**src/rtl/arbitro_fifo_rr4x1_4b.sv**
```systemverilog
// arbitro_fifo_rr4x1_4b
//   Upstream feeder for a 4x1 valid mux. Four independent lanes each own a
//   small circular FIFO; every cycle one non-empty lane is chosen and its head
//   word is popped onto that lane's data output, with the lane index on
//   selector4x1 and a one-cycle valid_out strobe.
//
//   Build option: define ARB_PRIORIDAD_FIJA_EN for fixed priority (lowest
//   eligible lane index wins). Default is round-robin starting after last_sel.
//
// Ports
//   clk                 rising-edge clock
//   reset               synchronous, active-high
//   push[3:0]           per-lane write strobe
//   data_in0..3         per-lane write data
//   pause               downstream backpressure, blocks the pop this cycle
//   selector4x1         lane index of the last pop
//   valid_out           high for the cycle after a pop
//   data_out0..3        per-lane last popped word, holds otherwise
//   empty/full          per-lane occupancy flags (from registered count)
//   overflow            per-lane sticky flag: a push was dropped on a full lane
module arbitro_fifo_rr4x1_4b #(
  parameter int DATA_W = 4,
  parameter int DEPTH  = 4,
  parameter int PTR_W  = 2
) (
  input  logic              clk,
  input  logic              reset,
  input  logic [3:0]        push,
  input  logic [DATA_W-1:0] data_in0,
  input  logic [DATA_W-1:0] data_in1,
  input  logic [DATA_W-1:0] data_in2,
  input  logic [DATA_W-1:0] data_in3,
  input  logic              pause,
  output logic [1:0]        selector4x1,
  output logic              valid_out,
  output logic [DATA_W-1:0] data_out0,
  output logic [DATA_W-1:0] data_out1,
  output logic [DATA_W-1:0] data_out2,
  output logic [DATA_W-1:0] data_out3,
  output logic [3:0]        empty,
  output logic [3:0]        full,
  output logic [3:0]        overflow
);

  localparam logic [PTR_W:0] DEPTH_C = (PTR_W+1)'(DEPTH);

  logic [DATA_W-1:0] mem_q [4][DEPTH];
  logic [PTR_W-1:0]  wr_ptr_q [4];
  logic [PTR_W-1:0]  wr_ptr_d [4];
  logic [PTR_W-1:0]  rd_ptr_q [4];
  logic [PTR_W-1:0]  rd_ptr_d [4];
  logic [PTR_W:0]    count_q [4];
  logic [PTR_W:0]    count_d [4];
  logic [DATA_W-1:0] dout_q [4];
  logic [DATA_W-1:0] dout_d [4];
  logic [DATA_W-1:0] din [4];
  logic [3:0]        overflow_q, overflow_d;
  logic [1:0]        sel_q, sel_d;
  logic              valid_q, valid_d;
  logic [3:0]        eligible, pop, push_acc;
  logic              grant_found, grant_vld;
  logic [1:0]        grant;

  assign din[0] = data_in0;
  assign din[1] = data_in1;
  assign din[2] = data_in2;
  assign din[3] = data_in3;

  for (genvar n = 0; n < 4; n++) begin : g_flags
    assign empty[n] = (count_q[n] == '0);
    assign full[n]  = (count_q[n] == DEPTH_C);
  end

  // Only words already stored at the start of the cycle can be popped; a push
  // into an empty lane becomes visible next cycle (no fall-through).
  assign eligible = ~empty;

`ifdef ARB_PRIORIDAD_FIJA_EN
  always_comb begin
    grant_found = 1'b0;
    grant       = 2'd0;
    for (int i = 3; i >= 0; i--) begin
      if (eligible[i]) begin
        grant_found = 1'b1;
        grant       = 2'(i);
      end
    end
  end
`else
  logic [1:0] last_sel_q, last_sel_d;
  logic [1:0] cand;

  // Search starts one past the last granted lane and wraps; the last granted
  // lane itself is tried last.
  always_comb begin
    grant_found = 1'b0;
    grant       = 2'd0;
    cand        = 2'd0;
    for (int i = 1; i <= 4; i++) begin
      cand = last_sel_q + 2'(i);
      if (!grant_found && eligible[cand]) begin
        grant_found = 1'b1;
        grant       = cand;
      end
    end
    last_sel_d = last_sel_q;
    if (grant_found && !pause) last_sel_d = grant;
  end

  // Reset value 3 makes lane 0 the first lane searched.
  always_ff @(posedge clk) begin
    if (reset) last_sel_q <= 2'd3;
    else       last_sel_q <= last_sel_d;
  end
`endif

  always_comb begin
    grant_vld  = grant_found && !pause;
    sel_d      = sel_q;
    valid_d    = grant_vld;
    overflow_d = overflow_q;
    if (grant_vld) sel_d = grant;
    for (int n = 0; n < 4; n++) begin
      pop[n]    = grant_vld && (grant == 2'(n));
      dout_d[n] = dout_q[n];
      if (pop[n]) dout_d[n] = mem_q[n][rd_ptr_q[n]];
      // A full lane still accepts a push when it is popped in the same cycle.
      push_acc[n] = push[n] && ((count_q[n] != DEPTH_C) || pop[n]);
      if (push[n] && !push_acc[n]) overflow_d[n] = 1'b1;
      wr_ptr_d[n] = wr_ptr_q[n] + PTR_W'(push_acc[n]);
      rd_ptr_d[n] = rd_ptr_q[n] + PTR_W'(pop[n]);
      count_d[n]  = count_q[n] + (PTR_W+1)'(push_acc[n]) - (PTR_W+1)'(pop[n]);
    end
  end

  always_ff @(posedge clk) begin
    if (reset) begin
      for (int n = 0; n < 4; n++) begin
        wr_ptr_q[n] <= '0;
        rd_ptr_q[n] <= '0;
        count_q[n]  <= '0;
        dout_q[n]   <= '0;
      end
      overflow_q <= '0;
      sel_q      <= 2'd0;
      valid_q    <= 1'b0;
    end else begin
      for (int n = 0; n < 4; n++) begin
        wr_ptr_q[n] <= wr_ptr_d[n];
        rd_ptr_q[n] <= rd_ptr_d[n];
        count_q[n]  <= count_d[n];
        dout_q[n]   <= dout_d[n];
      end
      overflow_q <= overflow_d;
      sel_q      <= sel_d;
      valid_q    <= valid_d;
    end
  end

  // Storage needs no reset: pointers and counts decide what is valid.
  always_ff @(posedge clk) begin
    for (int n = 0; n < 4; n++) begin
      if (push_acc[n]) mem_q[n][wr_ptr_q[n]] <= din[n];
    end
  end

  assign selector4x1 = sel_q;
  assign valid_out   = valid_q;
  assign overflow    = overflow_q;
  assign data_out0   = dout_q[0];
  assign data_out1   = dout_q[1];
  assign data_out2   = dout_q[2];
  assign data_out3   = dout_q[3];

endmodule

```
**config.mk**
```make
export PLATFORM = sky130hd
export DESIGN_NAME = arbitro_fifo_rr4x1_4b
export DESIGN_NICKNAME = d
export VERILOG_FILES = /design/src/rtl/arbitro_fifo_rr4x1_4b.sv
export SDC_FILE = /design/constraint.sdc
export NUM_CORES = 1
export LEC_CHECK = 0
export CAP_MARGIN = 20
export CORE_AREA = 2 2 97 99
export CTS_CLUSTER_SIZE = 40
export DETAILED_ROUTE_END_ITERATION = 10
export DIE_AREA = 0 0 99 101
export PLACE_DENSITY_LB_ADDON = 0.05
export SLEW_MARGIN = 40
export SYNTH_ARGS = -nofsm -noshare
export SYNTH_HDL_FRONTEND = slang
export SYNTH_SLANG_ARGS = --single-unit
export TNS_END_PERCENT = 30
```
**constraint.sdc**
```tcl
create_clock -name clk -period 4.1 [get_ports clk]
set_clock_uncertainty 0.15 [all_clocks]
set_input_delay 0.82 -clock clk [delete_from_list [all_inputs] [get_ports clk]]
set_output_delay 0.82 -clock clk [all_outputs]
set_load 0.01 [all_outputs]
```
==> impl_metrics.xml <==
<?xml version="1.0" encoding="UTF-8"?>
<metrics>
  <group name="run_status">
    <metric name="run_status" unit="">finished, final reports clean</metric>
  </group>
  <group name="sta">
    <metric name="period_share" unit="">0.8303</metric>
    <metric name="setup-tns-final" unit="ns">0</metric>
    <metric name="final_max_slew_viol_count" unit="">0</metric>
    <metric name="achievable-frequency" unit="MHz">293.8</metric>
    <metric name="setup-violations-final" unit="">0</metric>
    <metric name="worst_pin_slew" unit="ns">0.6584</metric>
    <metric name="timing_hold_violations_final" unit="">0</metric>
    <metric name="postLayoutSetupSlackWorst" unit="ns">0.6959</metric>
    <metric name="worst_slew_margin_rel" unit="">0.5585</metric>
    <metric name="final_period_minus_worst_setup_slack" unit="ns">3.404</metric>
    <metric name="rsz0062_at_grt" unit="">false</metric>
  </group>
  <group name="placed_design">
    <metric name="place_worst_setup_slack" unit="ns">0.4252</metric>
    <metric name="port_buffers" unit="">53</metric>
    <metric name="detailedPlacementHpwl" unit="um">6041</metric>
    <metric name="place_congestion" unit="">0.8613</metric>
    <metric name="placed_cell_area" unit="um2">5552</metric>
  </group>
  <group name="global_routing">
    <metric name="wire_length_of_the_first_global_routing_pass" unit="um">14440</metric>
    <metric name="grt_antenna_before_repair" unit="">0</metric>
    <metric name="grt_use_met1" unit="">0.2478</metric>
    <metric name="groute.usage.overall" unit="">0.1924</metric>
    <metric name="grt_most_used_layer" unit="">met2</metric>
    <metric name="grt_util_met3" unit="">0.05687</metric>
    <metric name="maximum_number_of_pins_on_one_net_before_global_route_repair" unit="">36</metric>
    <metric name="grt-ovfl-total" unit="">0</metric>
    <metric name="grt.met2_usage" unit="">0.3087</metric>
    <metric name="via_count_of_the_first_global_routing_pass" unit="">2978</metric>
  </group>
  <group name="synthesis">
    <metric name="cell_types_with_the_largest_area_share_after_synthesis" unit="">sky130_fd_sc_hd__edfxtp_1 (40%), sky130_fd_sc_hd__dfxtp_1 (22%), sky130_fd_sc_hd__mux4_2 (7.4%), sky130_fd_sc_hd__ha_1 (4.1%), sky130_fd_sc_hd__nor2b_1 (2.8%)</metric>
    <metric name="synth-edff-count" unit="">64</metric>
    <metric name="synth.net_count" unit="">396</metric>
    <metric name="yosysWarningCount" unit="">0</metric>
    <metric name="register_bit_count_reported_by_yosys" unit="">117</metric>
    <metric name="top_cell_type_s_share_of_synthesized_area" unit="">0.3963</metric>
    <metric name="synth_sequential_area_ratio" unit="">0.6151</metric>
    <metric name="yosysTopAreaCell" unit="">sky130_fd_sc_hd__edfxtp_1</metric>
    <metric name="post_synth_inst_count" unit="">353</metric>
    <metric name="average_cell_area_after_synthesis" unit="um2">13.74</metric>
    <metric name="mappedNetlistArea" unit="um2">4850</metric>
    <metric name="yosysUniqueCellTypes" unit="">44</metric>
    <metric name="synth_flop_cell" unit="">sky130_fd_sc_hd__edfxtp_1</metric>
    <metric name="asyncSetResetFlopFracSynth" unit="">0</metric>
  </group>
  <group name="clocking">
    <metric name="post_cts_resize_count" unit="">0</metric>
    <metric name="tritoncts.num_buffers" unit="">17</metric>
    <metric name="clockBufferDepth" unit="">2</metric>
    <metric name="cts_clock_pin_slew_for_the_worst_setup_and_hold_paths" unit="ns">0.05</metric>
    <metric name="cts_hold_buffers_added" unit="">0</metric>
    <metric name="post-cts-setup-buffer-count" unit="">0</metric>
    <metric name="clk-insertion-delay-late" unit="ns">0.51</metric>
    <metric name="htree_num_levels" unit="">4</metric>
    <metric name="clock_tree.root_cell" unit="">sky130_fd_sc_hd__clkbuf_8</metric>
    <metric name="cts.sink_count" unit="">117</metric>
    <metric name="clock_tree_from_tritoncts" unit="">yes</metric>
  </group>
  <group name="drt">
    <metric name="drt_pass1_iterations" unit="">4</metric>
    <metric name="route.vias.total" unit="">3024</metric>
    <metric name="route.final.wire_length" unit="um">8850</metric>
    <metric name="post-route-drc-count" unit="">0</metric>
    <metric name="routed_wire_length_per_instance" unit="um">16.09</metric>
    <metric name="vias_per_cell" unit="">5.498</metric>
    <metric name="postRouteAntennaNets" unit="">0</metric>
    <metric name="first_iter_violations" unit="">73</metric>
  </group>
  <group name="power_and_ir_drop">
    <metric name="design_power_total" unit="W">0.004377</metric>
    <metric name="power_density" unit="nW/um2">721.9</metric>
    <metric name="ir_worst_vdd" unit="mV">0.3855</metric>
    <metric name="cellLeakagePower" unit="nW">2.180</metric>
  </group>
  <group name="worst_hold_path">
    <metric name="timing.hold.worst.start" unit="">selector4x1[1]$_SDFFE_PP0P_</metric>
    <metric name="hold_depth" unit="">2</metric>
    <metric name="hold_class" unit="">flop to flop</metric>
    <metric name="worst_hold_path_ep" unit="">selector4x1[1]$_SDFFE_PP0P_</metric>
  </group>
  <group name="setup_path">
    <metric name="worstPathRequired" unit="ns">4.32</metric>
    <metric name="worst_r2r_path_depth" unit="">11</metric>
    <metric name="worstReg2RegEnd" unit="">count_q[3][2]$_SDFF_PP0_</metric>
    <metric name="crit_path_end_kind" unit="">flop</metric>
    <metric name="cp.arrival" unit="ns">3.62</metric>
    <metric name="path_class" unit="">flop to flop</metric>
    <metric name="critPathMaxFanout" unit="">10</metric>
    <metric name="worst-r2r-setup-slack" unit="ns">0.70</metric>
    <metric name="timing.critical_path.from_type" unit="">flop</metric>
    <metric name="r2r-start" unit="">count_q[1][1]$_SDFF_PP0_</metric>
  </group>
  <group name="job">
    <metric name="maxCapViolCount" unit="">0</metric>
  </group>
  <group name="die">
    <metric name="chipWidth" unit="um">99</metric>
    <metric name="floorplan.core_area" unit="um2">8977</metric>
    <metric name="std_cell_rows" unit="">35</metric>
    <metric name="io-pin-count" unit="">54</metric>
    <metric name="initial_core_util" unit="">0.5402</metric>
    <metric name="die_area" unit="um2">9999</metric>
    <metric name="chipHeight" unit="um">101</metric>
  </group>
  <group name="layout">
    <metric name="mostFrequentLayoutCells" unit="">sky130_fd_sc_hd__edfxtp_1 (64), sky130_fd_sc_hd__dfxtp_1 (53), sky130_fd_sc_hd__clkdlybuf4s50_1 (52), sky130_fd_sc_hd__nor2_1 (24), sky130_fd_sc_hd__nor2b_1 (22)</metric>
    <metric name="flow.area_growth_from_synthesis" unit="%">25.03</metric>
    <metric name="n_fill_cell" unit="">652</metric>
    <metric name="antenna_cells" unit="">0</metric>
    <metric name="layout.cells.most_common" unit="">sky130_fd_sc_hd__edfxtp_1</metric>
    <metric name="finish.net_count" unit="">470</metric>
    <metric name="final_util" unit="">0.6754</metric>
    <metric name="ff_latch_area" unit="um2">2983</metric>
    <metric name="drive_above_1_share" unit="">0.1595</metric>
    <metric name="finish.instance_area" unit="um2">6063</metric>
    <metric name="multiInputGateArea" unit="um2">1739</metric>
  </group>
</metrics>
-- power by group --
group          leakage [nW]  switching, W  internal, W  total, W
Combinational         0.911      0.000771     0.000711   0.00148
Sequential             1.02      0.000157      0.00146   0.00162
Clock                 0.248      0.000490     0.000785   0.00128
Total                  2.18       0.00142      0.00296   0.00438
-- flip-flops by register name, indices dropped and copies added, names as in the netlist --
register     cells
count_q         12
dout_q          16
last_sel_q       2
mem_q           64
overflow         4
rd_ptr_q         8
selector4x1      2
valid_out        1
wr_ptr_q         8
-- cell usage after synthesis (8+ instances only) --
library cell	count
sky130_fd_sc_hd__a21oi_1	19
sky130_fd_sc_hd__dfxtp_1	53
sky130_fd_sc_hd__edfxtp_1	64
sky130_fd_sc_hd__ha_1	16
sky130_fd_sc_hd__inv_1	14
sky130_fd_sc_hd__mux4_2	16
sky130_fd_sc_hd__nand2_1	8
sky130_fd_sc_hd__nand3_1	18
sky130_fd_sc_hd__nor2_1	24
sky130_fd_sc_hd__nor2b_1	22
sky130_fd_sc_hd__o21ai_0	18
sky130_fd_sc_hd__xnor2_1	13
-- metrics by stage --
step | cells | hold WS, ns
global route | 550 | 0.3329
finish | 550 | 0.3046
global placement | 519 | 0.2949
detailed placement | 519 | 0.2989
floorplan | 353 | 0.3305
CTS | 550 | 0.3060
-- layer usage --
layer / vias to the layer above / wire, um
met1: 1473 / 4002
met4: 0 / 130
met3: 14 / 417
met2: 69 / 4300
met5: - / 0
li1: 1468 / -
-- kinds of logic (layout without fill, tap and decap cells) --
| group | after synthesis | after routing | synth area share |
|---|---|---|---|
| compound gates | 57 | 57 | 0.08075 |
| mux | 16 | 16 | 0.07430 |
| simple gates | 99 | 99 | 0.1169 |
| xor+xnor | 16 | 16 | 0.02890 |
| fa+ha+maj | 20 | 20 | 0.05779 |
| flops | 117 | 117 | 0.6151 |
| buf+inv | 28 | 114 | 0.02631 |
-- worst max-delay path by stage --
stage,start,end,slack (ns)
global route,count_q[1][1]$_SDFF_PP0_,count_q[1][2]$_SDFF_PP0_,0.45
detailed placement,pause,count_q[1][2]$_SDFF_PP0_,0.43
floorplan,count_q[3][1]$_SDFF_PP0_,count_q[0][2]$_SDFF_PP0_,0.95
finish,count_q[1][1]$_SDFF_PP0_,count_q[3][2]$_SDFF_PP0_,0.70
CTS,count_q[1][1]$_SDFF_PP0_,count_q[3][2]$_SDFF_PP0_,0.66
global placement,pause,count_q[1][2]$_SDFF_PP0_,0.47
-- layout make-up --
| type | instances | share of cell area |
|---|---|---|
| well taps | 111 | 0.02291 |
| multi-input cells | 208 | 0.2868 |
| clock buffers | 19 | 0.06954 |
| repair buffers | 67 | 0.1040 |
| flip-flops and latches | 117 | 0.4920 |
| clock inverters | 12 | 0.01486 |
| inverters | 16 | 0.009905 |
-- critical path, cell delays in order, from the launching register on --
cell	delay [ns]
sky130_fd_sc_hd__dfxtp_1	0.35
sky130_fd_sc_hd__or3_1	0.48
sky130_fd_sc_hd__a22o_1	0.25
sky130_fd_sc_hd__o31ai_2	0.61
sky130_fd_sc_hd__nor2_1	0.14
sky130_fd_sc_hd__ha_1	0.31
sky130_fd_sc_hd__inv_1	0.04
sky130_fd_sc_hd__ha_1	0.20
sky130_fd_sc_hd__fa_1	0.38
sky130_fd_sc_hd__xnor2_1	0.17
sky130_fd_sc_hd__xnor2_1	0.13
sky130_fd_sc_hd__nor2_1	0.06
No activity file was read; power rests on OpenSTA's default activity.
